===== config.mk =====
export PLATFORM = sky130hd
export DESIGN_NAME = multicycle_control
export DESIGN_NICKNAME = d
export VERILOG_FILES = /design/src/rtl/mips_ctl_pkg.sv /design/src/rtl/alu_func_decode.sv /design/src/rtl/multicycle_control.sv
export SDC_FILE = /design/constraint.sdc
export NUM_CORES = 1
export LEC_CHECK = 0
export ABC_AREA = 1
export CAP_MARGIN = 20
export CORE_MARGIN = 5
export CORE_UTILIZATION = 57
export CTS_BUF_LIST = sky130_fd_sc_hd__clkbuf_8 sky130_fd_sc_hd__clkbuf_16
export CTS_CLUSTER_DIAMETER = 60
export DETAILED_ROUTE_END_ITERATION = 10
export PLACE_DENSITY_LB_ADDON = 0.3
export SYNTH_ARGS = -nofsm -noshare
export SYNTH_HDL_FRONTEND = slang
export SYNTH_HIERARCHICAL = 1
export SYNTH_SLANG_ARGS = --single-unit

===== constraint.sdc =====
create_clock -name clk -period 6.1 [get_ports clk]
set_input_delay 1.22 -clock clk [delete_from_list [all_inputs] [get_ports clk]]
set_output_delay 1.22 -clock clk [all_outputs]
set_load 0.005 [all_outputs]

===== src/rtl/mips_ctl_pkg.sv =====
// mips_ctl_pkg: shared states, ALU codes, opcode/func values and mux encodings for the multi-cycle control unit
package mips_ctl_pkg;

    typedef enum logic [3:0] {
        S_FETCH, S_DECODE, S_EXEC_R, S_EXEC_I, S_WB_ALU, S_MEM_ADDR,
        S_MEM_RD, S_MEM_WB, S_MEM_WR, S_BRANCH, S_JUMP, S_HALT
    } state_t;

    localparam logic [3:0] ALU_ADD  = 4'b1010;
    localparam logic [3:0] ALU_ADDU = 4'b0010;
    localparam logic [3:0] ALU_SUB  = 4'b1110;
    localparam logic [3:0] ALU_SUBU = 4'b0110;
    localparam logic [3:0] ALU_AND  = 4'b0000;
    localparam logic [3:0] ALU_OR   = 4'b0001;
    localparam logic [3:0] ALU_XOR  = 4'b0011;
    localparam logic [3:0] ALU_NOR  = 4'b1100;
    localparam logic [3:0] ALU_SLT  = 4'b1101;
    localparam logic [3:0] ALU_SLTU = 4'b1111;

    localparam logic [5:0] OP_RTYPE = 6'h00;
    localparam logic [5:0] OP_J     = 6'h02;
    localparam logic [5:0] OP_BEQ   = 6'h04;
    localparam logic [5:0] OP_BNE   = 6'h05;
    localparam logic [5:0] OP_ADDI  = 6'h08;
    localparam logic [5:0] OP_ADDIU = 6'h09;
    localparam logic [5:0] OP_SLTI  = 6'h0A;
    localparam logic [5:0] OP_SLTIU = 6'h0B;
    localparam logic [5:0] OP_ANDI  = 6'h0C;
    localparam logic [5:0] OP_ORI   = 6'h0D;
    localparam logic [5:0] OP_LW    = 6'h23;
    localparam logic [5:0] OP_SW    = 6'h2B;

    localparam logic [5:0] F_ADD  = 6'h20;
    localparam logic [5:0] F_ADDU = 6'h21;
    localparam logic [5:0] F_SUB  = 6'h22;
    localparam logic [5:0] F_SUBU = 6'h23;
    localparam logic [5:0] F_AND  = 6'h24;
    localparam logic [5:0] F_OR   = 6'h25;
    localparam logic [5:0] F_XOR  = 6'h26;
    localparam logic [5:0] F_NOR  = 6'h27;
    localparam logic [5:0] F_SLT  = 6'h2A;
    localparam logic [5:0] F_SLTU = 6'h2B;

    localparam logic [1:0] SRCB_B      = 2'b00;
    localparam logic [1:0] SRCB_FOUR   = 2'b01;
    localparam logic [1:0] SRCB_IMM    = 2'b10;
    localparam logic [1:0] SRCB_IMM_SH = 2'b11;

    localparam logic [1:0] PCS_ALU    = 2'b00;
    localparam logic [1:0] PCS_ALUOUT = 2'b01;
    localparam logic [1:0] PCS_JUMP   = 2'b10;

    // ALU operation for the immediate-form arithmetic/logic opcodes
    function automatic logic [3:0] imm_alu(input logic [5:0] op);
        case (op)
            OP_ADDI:  return ALU_ADD;
            OP_SLTI:  return ALU_SLT;
            OP_SLTIU: return ALU_SLTU;
            OP_ANDI:  return ALU_AND;
            OP_ORI:   return ALU_OR;
            default:  return ALU_ADDU;
        endcase
    endfunction

endpackage


===== src/rtl/alu_func_decode.sv =====
// alu_func_decode: maps an R-type Func field to its ALU operation and flags unsupported codes
module alu_func_decode
    import mips_ctl_pkg::*;
(
    input  logic [5:0] func,
    output logic [3:0] alu_cntl,
    output logic       valid
);

    // table lookup; unknown Func falls back to addu with valid cleared
    always_comb begin
        alu_cntl = ALU_ADDU;
        valid    = 1'b1;
        case (func)
            F_ADD:   alu_cntl = ALU_ADD;
            F_ADDU:  alu_cntl = ALU_ADDU;
            F_SUB:   alu_cntl = ALU_SUB;
            F_SUBU:  alu_cntl = ALU_SUBU;
            F_AND:   alu_cntl = ALU_AND;
            F_OR:    alu_cntl = ALU_OR;
            F_XOR:   alu_cntl = ALU_XOR;
            F_NOR:   alu_cntl = ALU_NOR;
            F_SLT:   alu_cntl = ALU_SLT;
            F_SLTU:  alu_cntl = ALU_SLTU;
            default: valid = 1'b0;
        endcase
    end

endmodule


===== src/rtl/multicycle_control.sv =====
// multicycle_control: MIPS multi-cycle control FSM with bounded memory wait, sticky error flags and retire counter
module multicycle_control
    import mips_ctl_pkg::*;
#(
    parameter int MEM_TIMEOUT = 15,
    parameter int CNT_W       = 32
) (
    input  logic             clk,
    input  logic             rst_n,
    input  logic [5:0]       Op,
    input  logic [5:0]       Func,
    input  logic             Zero,
    input  logic             mem_ready,
    output logic             PCWrite,
    output logic             PCWriteCond,
    output logic [1:0]       Branch,
    output logic             IorD,
    output logic             MemRead,
    output logic             MemWrite,
    output logic             IRWrite,
    output logic             MemToReg,
    output logic             RegDst,
    output logic             RegWrite,
    output logic             ALUSrcA,
    output logic [1:0]       ALUSrcB,
    output logic [3:0]       ALUCntl,
    output logic [1:0]       PCSource,
    output logic             illegal,
    output logic             fault,
    output logic [CNT_W-1:0] retired
);

    state_t     state, state_nx, dec_nx;
    logic [5:0] op_q, func_q;
    logic [7:0] wcnt;
    logic [3:0] fcntl;
    logic       fvalid, mem_st, timeout, irw, pcw;
    logic       unused_zero;

    // the branch condition is resolved in the datapath from PCWriteCond/Branch
    assign unused_zero = Zero;

    assign mem_st  = state inside {S_FETCH, S_MEM_RD, S_MEM_WR};
    assign timeout = mem_st && !mem_ready && wcnt == 8'(MEM_TIMEOUT - 1);

    // Func is live in DECODE (legality) and held afterwards for EXEC_R
    alu_func_decode u_fd (
        .func     (state == S_DECODE ? Func : func_q),
        .alu_cntl (fcntl),
        .valid    (fvalid)
    );

    // opcode dispatch out of DECODE; anything unsupported halts
    always_comb begin
        dec_nx = S_HALT;
        case (Op)
            OP_RTYPE:                          dec_nx = fvalid ? S_EXEC_R : S_HALT;
            OP_ADDI, OP_ADDIU, OP_SLTI,
            OP_SLTIU, OP_ANDI, OP_ORI:         dec_nx = S_EXEC_I;
            OP_LW, OP_SW:                      dec_nx = S_MEM_ADDR;
            OP_BEQ, OP_BNE:                    dec_nx = S_BRANCH;
            OP_J:                              dec_nx = S_JUMP;
            default:                           dec_nx = S_HALT;
        endcase
    end

    // next state and per-state strobes
    always_comb begin
        state_nx    = state;
        pcw         = 1'b0;
        irw         = 1'b0;
        PCWriteCond = 1'b0;
        Branch      = 2'b00;
        IorD        = 1'b0;
        MemRead     = 1'b0;
        MemWrite    = 1'b0;
        MemToReg    = 1'b0;
        RegDst      = 1'b0;
        RegWrite    = 1'b0;
        ALUSrcA     = 1'b0;
        ALUSrcB     = SRCB_B;
        ALUCntl     = ALU_AND;
        PCSource    = PCS_ALU;
        case (state)
            S_FETCH: begin
                MemRead  = 1'b1;
                ALUSrcB  = SRCB_FOUR;
                ALUCntl  = ALU_ADDU;
                irw      = mem_ready;
                pcw      = mem_ready;
                state_nx = mem_ready ? S_DECODE : timeout ? S_HALT : S_FETCH;
            end
            S_DECODE: begin
                ALUSrcB  = SRCB_IMM_SH;
                ALUCntl  = ALU_ADDU;
                state_nx = dec_nx;
            end
            S_EXEC_R: begin
                ALUSrcA  = 1'b1;
                ALUCntl  = fcntl;
                state_nx = S_WB_ALU;
            end
            S_EXEC_I: begin
                ALUSrcA  = 1'b1;
                ALUSrcB  = SRCB_IMM;
                ALUCntl  = imm_alu(op_q);
                state_nx = S_WB_ALU;
            end
            S_WB_ALU: begin
                RegWrite = 1'b1;
                RegDst   = op_q == OP_RTYPE;
                state_nx = S_FETCH;
            end
            S_MEM_ADDR: begin
                ALUSrcA  = 1'b1;
                ALUSrcB  = SRCB_IMM;
                ALUCntl  = ALU_ADDU;
                state_nx = op_q == OP_LW ? S_MEM_RD : S_MEM_WR;
            end
            S_MEM_RD: begin
                MemRead  = 1'b1;
                IorD     = 1'b1;
                state_nx = mem_ready ? S_MEM_WB : timeout ? S_HALT : S_MEM_RD;
            end
            S_MEM_WB: begin
                RegWrite = 1'b1;
                MemToReg = 1'b1;
                state_nx = S_FETCH;
            end
            S_MEM_WR: begin
                MemWrite = 1'b1;
                IorD     = 1'b1;
                state_nx = mem_ready ? S_FETCH : timeout ? S_HALT : S_MEM_WR;
            end
            S_BRANCH: begin
                ALUSrcA     = 1'b1;
                ALUCntl     = ALU_SUBU;
                PCWriteCond = 1'b1;
                PCSource    = PCS_ALUOUT;
                Branch      = op_q == OP_BEQ ? 2'b01 : 2'b10;
                state_nx    = S_FETCH;
            end
            S_JUMP: begin
                pcw      = 1'b1;
                PCSource = PCS_JUMP;
                state_nx = S_FETCH;
            end
            S_HALT:  state_nx = S_HALT;
            default: state_nx = S_HALT;
        endcase
    end

    // instruction-register and PC loads must never fire while reset is held
    assign IRWrite = irw & rst_n;
    assign PCWrite = pcw & rst_n;

    // state, latched instruction fields, wait counter, sticky flags and retire count
    always_ff @(posedge clk or negedge rst_n) begin
        if (!rst_n) begin
            state   <= S_FETCH;
            op_q    <= '0;
            func_q  <= '0;
            wcnt    <= '0;
            illegal <= 1'b0;
            fault   <= 1'b0;
            retired <= '0;
        end else begin
            state <= state_nx;
            wcnt  <= state_nx != state ? 8'd0 : (mem_st && !mem_ready) ? wcnt + 8'd1 : wcnt;
            if (state == S_DECODE) begin
                op_q   <= Op;
                func_q <= Func;
            end
            if (state == S_DECODE && dec_nx == S_HALT)
                illegal <= 1'b1;
            if (timeout)
                fault <= 1'b1;
            if (state != S_FETCH && state_nx == S_FETCH)
                retired <= retired + CNT_W'(1);
        end
    end

endmodule


* After elaboration in Yosys (flattened, before gate mapping) *
Cells that the tools add are included.
W data, S select, Z words.

storage, ports and cells
  bits in registers = 58
  input bits = 16
  output and inout port bits = 54
  word-level logic and storage cells = 107

cells by class
  $add $sub $neg = 2
  eq/ne operators = 41
  muxes and demuxes = 31
  bitwise gates (word level) = 2
  reduce and logical (&&, ||, !) cells = 24

operator list
  cell                     number
  $eq A6 B6 Y1 const B     13
  $eq A6 B4 Y1 const B     11
  $pmux W4 S5              2
  $pmux W4 S9              1
  $add A32 B1 Y32 const B  1
  $mux W4                  7
  $pmux W4 S7              1
  $eq A6 B3 Y1 const B     3
  $eq A4 B3 Y1 const B     4
  $eq A4 B4 Y1 const B     4
  $mux W8                  2
  $pmux W4 S4              1
  $reduce_or A2 Y1         7
  $logic_not A6 Y1         2
  $mux W1                  10
  $reduce_or A10 Y1        1
  $add A8 B1 Y8 const B    1
  $eq A4 B2 Y1 const B     2
  $eq A8 B4 Y1 const B     1
  $logic_not A4 Y1         2
  $reduce_or A4 Y1         2
  $eq A6 B2 Y1 const B     1
  $mux W2                  3
  $mux W6                  1
  other kinds (13)         17

* Logic depth before layout (Yosys ltp) *
Gate-level depths: netlist (run 1).

  depth after elaboration = 10
  depth in mapped cells = 22

* Hierarchy *
The synthesis (run 1) kept the hierarchy.

modules (own cells, without submodules)
  module              instances  cells an instance  area each (um2)  sequential area each (um2)
  multicycle_control  1          526                3692.3           1451.4
  alu_func_decode     1          30                 145.1            0.0

* Worst setup path before layout (run 1) *
OpenSTA, ideal clock, no wires.

  path kind = in2out
  start = input Func[3]
  end = output ALUCntl[1]
  arrival time = 2.273 ns
  required time = 4.880 ns
  path slack = 2.607 ns
  stages on the path = 9
  buffers on the path = 0
  path through = nand2_1 nand2_1 inv_1 nor2_1 nand3_2 nand3_1 nand2_1 a2111oi_0 nand2_1

on the way
  word-level cells in the longest chain between the ends = 4

RTL lines
  element             line                      source
  start: declaration  multicycle_control.sv:11  input logic [5:0] Func,
  $mux W6 (*)         -
  $eq A6 B6 Y1        alu_func_decode.sv:14     case (func)
  $pmux W4 S9 (*)     alu_func_decode.sv:14
  net fcntl[1]        multicycle_control.sv:36  logic [3:0] fcntl;
  $pmux W4 S4 (*)     multicycle_control.sv:84  case (state)
  end: declaration    multicycle_control.sv:26  output logic [3:0] ALUCntl,

The timed path passes the listed nets; every way through them passes the cells marked *.

* Worst setup path after layout (run 1) *
  start = register state[3]
  end = output ALUCntl[1]

on the way
  word-level cells in the longest chain between the ends = 5

RTL lines
  element                   line                       source
  start: declaration        multicycle_control.sv:33   state_t state, state_nx, dec_nx;
  start signal: assignment  multicycle_control.sv:168  state <= state_nx;
  $eq A4 B1 Y1 (*)          multicycle_control.sv:48   .func (state == S_DECODE ? Func : func_q),
  $mux W6 (*)               -
  $eq A6 B6 Y1              alu_func_decode.sv:14
  $pmux W4 S9 (*)           alu_func_decode.sv:14
  net fcntl[1]              multicycle_control.sv:36
  $pmux W4 S4 (*)           multicycle_control.sv:84

Marked as above.

==> summary.md, run 1 <==
| Metric | Value |
|---|---|
| Final instance area | between 4000 and 5000 µm² |
| Wire length per cell | roughly 14 µm |
| CTS tree | built |
| CP Capture Type | primary output |
| Grt total ovfl | 0 |
| Final period util | 80.5% |
| Initial antenna violation count | 0 |
| Syn Nets | approximately 580 |
| I/O Pins | 70 |
| Kind of critical path | register to primary output |
| Ys flop type | dfrtp_1 |
| Most common cell in the netlist | nand2_1 |
| Post-synth EDFFs | 0 |
| Routability Congestion | slightly below 1 |
| Core box area | 6680 µm² |
| Layout Skew | 6.41 ps |
| Slew HR | 49.0% |
| CTS H-Tree Depth | 3 |
| RSZ-0062 raised after global routing | false |
| Final min period | 4910 ps |
| Async SR Flop Fraction | 100% |
| Synth cell count leaders | nand2_1, nor2_1, dfrtp_1 |
| Num CTS Buffers | 9 |
| Worst-Margin Slew | ~760 ps |
| Clock Sinks | 58 |
| Initial Util | 57.4% |
| Avg Cell Area, Syn | 6.90 µm² |
| Setup TNS | 0 ps |
| Final nets | 644 |
| Top cell type's share of synthesized area | about 38% |
| Mapped cell area | 3840 µm² |
| Synth unique cells | 34 |
| Vert. Die Dim | ~92 µm |
| ANT nets after route | 0 |
| Crit path from | state[3]$_DFF_PN0_ |
| Final WL | 9950 µm |
| Placed insts | slightly below 700 |
| Drt drc | 0 |
| Vias | 3871 |
| Die W | 92.1 µm |
| Antenna diode count | 0 |
| Worst R2R Setup Slack | 1850 ps |
| Skew-Pair Late Insertion Delay | 340 ps |
| Post-CTS Setup Repair Bufs | 0 |
| Max frequency | 0.204 GHz |
| DR pass1 iterations | 5 |
| Worst path arrival time | 3690 ps |
| Max cap viols | 0 |
| Status | complete, no violations |
| First-pass GRT wire length | 17000 µm |
| Crit-path max FO | 18 |
| Yosys top cell by area | dfrtp_1 |
| P_leak | 2.30 nW |
| Area grow syn2layout | 22.8% |
| Hold Startpoint | fault$_DFFE_PN0N_ |
| Sequential share of the synthesized area | 37.8% |
| Cells after synthesis | 556 |
| Rows | 30 |
| Startpoint Class | register |
| Post-CTS Hold Fix Bufs | 0 |
| Register bit count reported by yosys | 58 |
| Power Dens Cells | 152 nW/µm² |
| Initial drt markers | 286 |
| Number of global-route vias before repair | 3653 |
| Post-DP HPWL | 7350 µm |
| Final Hold Viols | 0 |
| HP Class | register to register |
| Die area | approximately 8500 µm² |
| Largest cells by area after synthesis | dfrtp_1, nand2_1, nor2_1, nand3_1, xor2_1 |
| Vias/cell | 5.45 |
| Layout Cells excl Fill | 710 |
| Port bufs | 68 |
| Yosys Warn Count | 6 |
| Worst-path clk slew | 60 ps |
| Placed cell area | 4540 µm² |
| VDD IR-drop max | roughly 0.00014 V |
| Longest Clk Path Bufs | 2 |
| Final setup viols | 0 |
| Share of post-route cells with drive strength above 1 | under 10% |
| CP required | 4880 ps |
| Max-slew violation count | 0 |
| Power Total | 0.716 mW |
| Root Driver | clkbuf_8 |
| Cts repair resizes | 0 |
| Total track usage | 24.7% |
| Largest net degree at the start of global routing | 61 |
| R2r startpoint | state[3]$_DFF_PN0_ |
sequential cells by signal (all words and copies together), names as in the netlist:
signal / count
op_q: 6
func_q: 6
illegal: 1
retired: 32
state: 4
fault: 1
wcnt: 8
power by group:
| part | total [mW] | internal, mW | switching (mW) |
|---|---|---|---|
| clock | 0.308 | 0.154 | 0.153 |
| sequential | 0.385 | 0.385 | 0 |
| combinational | 0.0240 | 0.00980 | 0.0142 |
| total | 0.716 | 0.549 | 0.168 |
layout by cell type (no fill, tap or decap), types with 2 or more instances in the layout:
cell type	netlist	routed
a21oi_1	2	2
buf_4	4	2
clkbuf_8	0	10
clkdlybuf4s50_1	0	67
clkinv_2	0	3
clkinvlp_4	0	2
dfrtp_1	58	58
ha_1	3	3
inv_1	45	46
inv_2	7	7
nand2_1	189	189
nand3_1	56	56
nand3_2	3	3
nand3b_1	2	2
nand4_1	17	17
nor2_1	77	77
nor2_2	4	4
nor2_4	2	2
nor3_1	13	13
nor3b_1	2	2
nor4_1	4	4
o211ai_1	3	3
o21ai_0	10	10
o21ai_1	2	2
xnor2_1	15	15
xor2_1	21	21
per-layer routing:
layer,track usage (%),wire length (µm),vias up
met2,41.1,4760,114
met3,6.40,547,13
met5,0,0,-
met1,32.9,4530,1820
li1,-,-,1924
met4,4.46,110,0
per-stage QoR:
stage	hold slack [ps]	setup WS (ps)	utilization, %
2_1_floorplan	438	2610	-
3_3_place_gp	448	1540	68.0
3_5_place_dp	453	1480	68.0
4_1_cts	469	1170	70.5
5_1_grt	504	736	70.5
6_report	463	1190	70.5
cell type report:
| class | count | area, µm² |
|---|---|---|
| clock buffers | 10 | 138 |
| clock inverters | 6 | 33.8 |
| fillers | 587 | 1970 |
| inverters | 53 | 199 |
| multi-input cells | 433 | 2100 |
| flip-flops and latches | 58 | 1450 |
| well taps | 80 | 100 |
| repair buffers | 70 | 691 |
critical path, cell delays in order, from the launching register on:
cell             delay [ps]
dfrtp_1                 430
nor2_1                  180
inv_2                    90
nor2_2                  550
inv_1                   340
nand2_1                 150
nand2_1                 130
inv_1                   100
nand2_1                  70
nand3_1                 110
nand2_1                  60
nor2_1                   80
nand2_1                  90
a2111oi_0               410
nand2_1                  90
clkdlybuf4s50_1         460
path summary, 6_finish.rpt:
check / end / cells past startpoint
setup reg to reg: retired[1]$_DFFE_PN0P_ / 19
setup / recovery: ALUCntl[1] / 15
hold reg to reg: fault$_DFFE_PN0N_ / 2
min in group asynchronous: fault$_DFFE_PN0N_ / 2
max in group asynchronous: retired[8]$_DFFE_PN0P_ / 2
hold / removal: fault$_DFFE_PN0N_ / 2
cells by family (layout without fill, tap and decap cells):
| group | count (synthesis) | in the layout | synth area share, % |
|---|---|---|---|
| AO/OA/AOI/OAI | 23 | 23 | 3.72 |
| XOR/XNOR | 36 | 36 | 8.22 |
| adder cells (fa/ha/maj) | 3 | 3 | 0.978 |
| buffers and inverters | 65 | 139 | 7.43 |
| flip-flops | 58 | 58 | 37.8 |
| AND/OR/NAND/NOR | 371 | 371 | 41.8 |
Power figures use the tool's default switching activity.
==> inputs of run 2 (changes only) <==
CORE_UTILIZATION = 48   (was 57)
clock period = 4.5 ns   (was 6.1 ns; I/O delays follow)
==> run 2 against run 1 <==
Against the previous run:
- total power increased by 46%
- combinational power rose by 36%
- first-iteration DRC count is 12% lower
- sequential share of layout area shrank 0.54 points
- utilization fell by 8.8 points
- clock-buffer cell count grew 1
- die area grew 17%
- worst setup slack got worse by 800 ps
==> summary.md, run 2 (synthesis results as in run 1) <==
| Metric | Value |
|---|---|
| VDD IR-drop max | 0.000144 V |
| RSZ-0062 raised after global routing | false |
| P_leak | around 2.3 nW |
| Initial drt markers | 253 |
| Setup TNS | 0 ps |
| R2r startpoint | state[3]$_DFF_PN0_ |
| CTS H-Tree Depth | 3 |
| Wire length per cell | 13.4 µm |
| First-pass GRT wire length | 16900 µm |
| Root Driver | clkbuf_8 |
| Cts repair resizes | 0 |
| Power Dens Cells | between 200 and 250 nW/µm² |
| Worst R2R Setup Slack | about 1200 ps |
| Die area | 9880 µm² |
| Vias/cell | between 5 and 6 |
| Antenna diode count | 0 |
| Max cap viols | 0 |
| Largest Register | retired |
| Final Hold Viols | 0 |
| Die W | 99.4 µm |
| Post-CTS Setup Repair Bufs | 0 |
| Longest Clk Path Bufs | 2 |
| Clock Sinks | 58 |
| Hold Path End | fault$_DFFE_PN0N_ |
| Area grow syn2layout | 25.0% |
| Worst-path clk slew | 70 ps |
| Share of post-route cells with drive strength above 1 | 6.32% |
| FF/Latch Area | ~1500 µm² |
| Post-DP HPWL | 7520 µm |
| Crit-path max FO | 11 |
| ANT nets after route | 0 |
| Reg2Reg Depth | 19 |
| Final period util | 91.4% |
| Worst setup margin | 388 ps |
| Max-slew violation count | 0 |
| Worst path arrival time | 3210 ps |
| Hold Startpoint | fault$_DFFE_PN0N_ |
| Status | complete, no violations |
| I/O Pins | 70 |
| Vert. Die Dim | 99.4 µm |
| Setup WS pre-CTS | 572 ps |
| Final setup viols | 0 |
| Worst Hold Slack | 470 ps |
| Biggest regs | retired x32, wcnt x8 |
| Layout Skew | 11.1 ps |
| Max reg flops | 32 |
| CP required | 3600 ps |
| Initial antenna violation count | 0 |
| Largest net degree at the start of global routing | 35 |
| Final min period | 4110 ps |
| HP Class | register to register |
| Initial Util | between 40% and 50% |
| Worst-Margin Slew | 615 ps |
| Total track usage | 20.8% |
| Final Core Density | 61.8% |
| Fillcell total | roughly 730 |
| Core box area | 7770 µm² |
| Port bufs | 68 |
| Placed insts | 719 |
| CP Capture Type | primary output |
| Slew HR | between 50% and 60% |
| Max frequency | 0.243 GHz |
| Most common cell after layout, fill and taps aside | nand2_1 |
| Kind of critical path | register to primary output |
| Final nets | 647 |
| Number of global-route vias before repair | 3609 |
| Num CTS Buffers | 9 |
| CTS tree | built |
| Post-CTS Hold Fix Bufs | 0 |
| Layout Cells excl Fill | 735 |
| Final WL | 9840 µm |
| Routability Congestion | approximately 0.92 |
| Hold Crit Depth | 2 |
| Most frequent cells in the layout | nand2_1, nor2_1, clkdlybuf4s50_1 |
| Capturing point of the worst reg2reg path | retired[25]$_DFFE_PN0P_ |
| Drt drc | 0 |
| Grt total ovfl | 0 |
| Startpoint Class | register |
| Multi-input combinational cell area | 2100 µm² |
| DR pass1 iterations | 5 |
| Rows | 32 |
| Skew-Pair Late Insertion Delay | 340 ps |
| Vias | 3792 |
-- run 2: changes by cell type in the layout (fill, tap and decap cells not counted) --
cell,previous run,this run
clkbuf_8,10,11
bufinv_16,0,1
clkinv_2,3,1
buf_4,2,5
-- run 2: area by class of cell --
| cell class | instances | area share [%] |
|---|---|---|
| timing repair buffer | 73 | 14.9 |
| sequential | 58 | 30.3 |
| tap | 102 | 2.66 |
| clock inverter | 5 | 1.12 |
| multi-input combinational | 433 | 43.8 |
| inverter | 53 | 4.15 |
| clock buffer | 11 | 3.16 |
-- run 2: per-stage QoR --
stage	power [mW]	instance area (µm²)
floorplan	0.538	3840
global route	1.08	4800
detailed placement	0.564	4590
global placement	0.563	4590
CTS	1.06	4800
finish	1.05	4800
-- run 2: power breakdown --
group / switching [mW] / total, mW / internal (mW) / leakage, nW
registers: 0 / 0.521 / 0.521 / 0.727
clock network: 0.212 / 0.495 / 0.283 / 0.103
logic: 0.0193 / 0.0326 / 0.0133 / 1.50
total: 0.231 / 1.05 / 0.817 / 2.33
-- run 2: worst max path at each step --
stage | from | endpoint | slack, ps | cells after the start
after floorplan | state[3]$_DFF_PN0_ | ALUCntl[1] | 1390 | 13
after global placement | Func[3] | ALUCntl[1] | 630 | 11
after detailed placement | Func[3] | ALUCntl[1] | 570 | 11
after CTS | state[3]$_DFF_PN0_ | ALUCntl[1] | 390 | 16
after global routing | state[3]$_DFF_PN0_ | ALUCntl[1] | 80 | 16
final | state[3]$_DFF_PN0_ | ALUCntl[1] | 390 | 16
-- run 2: per-layer routing --
layer	vias to the layer above	GRT usage, %	routed length [µm]
li1	1919	-	-
met1	1734	27.5	4440
met2	126	34.1	4610
met3	13	4.14	650
met4	0	6.72	143
met5	-	0	0
-- run 2: worst max-delay path: stages (launching register included) --
cell	delay, ps
dfrtp_1	440
nor2_1	180
inv_2	90
nor2_2	120
buf_4	170
inv_1	160
nand2_1	100
nand2_1	130
inv_1	100
nand2_1	70
nand3_1	110
nand2_1	60
nor2_1	80
nand2_1	80
a2111oi_0	400
nand2_1	100
clkdlybuf4s50_1	460
==> inputs of run 3 (changes only) <==
==> constraint.sdc (replaced) <==
create_clock -name clk -period 4.5 [get_ports clk]
set_input_delay 0.675 -clock clk [delete_from_list [all_inputs] [get_ports clk]]
set_output_delay 0.675 -clock clk [all_outputs]
set_load 0.005 [all_outputs]
==> run 3 against run 2 <==
Against the previous run:
- global-route usage is 0.60 points higher
- worst setup slack better by 350 ps
- maximum frequency is 9.3% higher
- total power is 11% higher
- clock skew is 1.4 ps lower
- hold slack worse by 83 ps
- critical path depth is 2 lower
- utilization is 0.50 points higher
- via count is 0.26% lower
- routed wire length is 3.4% higher
- non-clock buffer count is 1 lower
- highest routed layer unchanged
==> summary.md, run 3 (synthesis results as in run 1) <==
| Metric | Value |
|---|---|
| Final instance area | 4840 µm² |
| DR pass1 iterations | 4 |
| Sw power | roughly 0.23 mW |
| Wire length per cell | 13.9 µm |
| Most common cell after layout, fill and taps aside | nand2_1 |
| Die W | 99.4 µm |
| Post-CTS Setup Repair Bufs | 0 |
| Slew HR | 52.7% |
| Grt total ovfl | 0 |
| Clock Sinks | 58 |
| Num CTS Buffers | 9 |
| VDD IR-drop max | 0.000178 V |
| Crit-path max FO | 17 |
| Pint | around 0.93 mW |
| Final Hold Viols | 0 |
| Max reg flops | 32 |
| CP required | 3830 ps |
| CTS H-Tree Depth | 3 |
| Layout Skew | about 9.7 ps |
| Final nets | 646 |
| Antenna diode count | 0 |
| Final setup viols | 0 |
| Final period util | 83.6% |
| Startpoint Class | register |
| First-pass GRT wire length | 17200 µm |
| RSZ-0062 raised after global routing | false |
| Drt drc | 0 |
| Initial Util | 49.4% |
| Sw Share | around a fifth |
| Kind of critical path | register to primary output |
| Power share of the clock group | around 52% |
| Number of global-route vias before repair | around 3.6k |
| Vert. Die Dim | 99.4 µm |
| Die area | 9880 µm² |
| Post-DP HPWL | 7770 µm |
| Worst path arrival time | a little over 3000 ps |
| Longest Clk Path Bufs | 2 |
| Largest net degree at the start of global routing | 34 |
| Status | complete, no violations |
| Seq pwr share | 44.7% |
| Final WL | 10200 µm |
| Root Driver | clkbuf_8 |
| Total track usage | 21.4% |
| Power Dens Cells | 241 nW/µm² |
| Max frequency | 0.266 GHz |
| Final Core Density | 62.3% |
| Largest Register | retired |
| Slowest CP cell | clkdlybuf4s50_1 |
| CTS tree | built |
| Routability Congestion | 0.917 |
| Vias | 3782 |
| CP Capture Type | primary output |
| Critical-path cell list | nor2_1, inv_2, nor2_2, buf_4, nand2_1, nand2_1, inv_1, nor2_1, nand3_2, nand3_1, nand2_1, a2111oi_0, nand2_1, clkdlybuf4s50_1 |
| CP max stage delay | 460 ps |
| Max cap viols | 0 |
| Port bufs | 68 |
| Share of post-route cells with drive strength above 1 | between 6 and 7% |
| Biggest regs | retired x32, wcnt x8 |
| Post-CTS Hold Fix Bufs | 0 |
| Worst-path clk slew | roughly 70 ps |
| Core box area | 7770 µm² |
| I/O Pins | 70 |
| Cell repeated most along the worst path | nand2_1 |
| Rows | 32 |
| HP Class | input pin to async pin |
| Comb power frac | 2.8% |
| Cts repair resizes | 0 |
| Max-slew violation count | 0 |
| Vias/cell | 5.15 |
| Placed cell area | 4580 µm² |
| Initial antenna violation count | 0 |
| ANT nets after route | 0 |
| Setup TNS | 0 ps |
| Skew-Pair Late Insertion Delay | approximately 340 ps |
| Initial drt markers | 165 |
| P_leak | 2.35 nW |
| Worst-Margin Slew | a little over 700 ps |
| Area grow syn2layout | 26.0% |
| Most frequent cells in the layout | nand2_1, nor2_1, clkdlybuf4s50_1 |
| Final min period | 3760 ps |
## run 3: worst max-delay path, delay by kind of cell, from the launching register on
family	cells	cell delay, ps
compound gates	1	390
buf+inv	4	810
flops	1	440
simple gates	9	1090
## run 3: power by group through the flow
| stage | Sequential, mW | Combinational [mW] | Clock, mW |
|---|---|---|---|
| after floorplan | 0.531 | 0.00666 | 0 |
| after global placement | 0.531 | 0.0322 | 0 |
| after detailed placement | 0.531 | 0.0333 | 0 |
| after CTS | 0.521 | 0.0339 | 0.623 |
| after global routing | 0.521 | 0.0377 | 0.649 |
| final | 0.521 | 0.0332 | 0.611 |
## run 3: final cells by class
| cell class | count | area, µm² |
|---|---|---|
| Fill cell | 748 | 2930 |
| Multi-Input combinational cell | 433 | 2100 |
| Timing Repair Buffer | 72 | 706 |
| Inverter | 53 | 199 |
| Sequential cell | 58 | 1450 |
| Clock buffer | 11 | 151 |
| Tap cell | 102 | 128 |
| Clock inverter | 5 | 100 |
## run 3: routing by layer
| metal | up-vias | global-route usage [%] | share of wire (%) |
|---|---|---|---|
| li1 | 1924 | - | - |
| met1 | 1760 | 28.0 | 45 |
| met2 | 92 | 35.7 | 49 |
| met3 | 6 | 4.42 | 5.4 |
| met4 | 0 | 6.09 | 0.84 |
| met5 | - | 0 | 0 |
## run 3: worst paths after layout
path	to	cells after the start	startpoint	slack, ps
worst max-delay path	ALUCntl[1]	14	state[3]$_DFF_PN0_	740
worst min-delay path	fault$_DFFE_PN0N_	1	rst_n	390
worst max register to register	retired[2]$_DFFE_PN0P_	19	state[3]$_DFF_PN0_	1280
worst min register to register	func_q[5]$_DFF_PN0_	2	func_q[5]$_DFF_PN0_	480
max in group asynchronous	retired[24]$_DFFE_PN0P_	2	rst_n	3260
min in group clk	func_q[5]$_DFF_PN0_	2	func_q[5]$_DFF_PN0_	480
## run 3: stage by stage
| step | hold WS (ps) | setup WS [ps] | instances | power (mW) |
|---|---|---|---|---|
| 6_report | 386 | 740 | 734 | 1.17 |
| 4_1_cts | 399 | 723 | 734 | 1.18 |
| 5_1_grt | 435 | 447 | 734 | 1.21 |
| 3_3_place_gp | 451 | 1050 | 718 | 0.563 |
| 2_1_floorplan | 379 | 1620 | 556 | 0.538 |
| 3_5_place_dp | 466 | 993 | 718 | 0.564 |
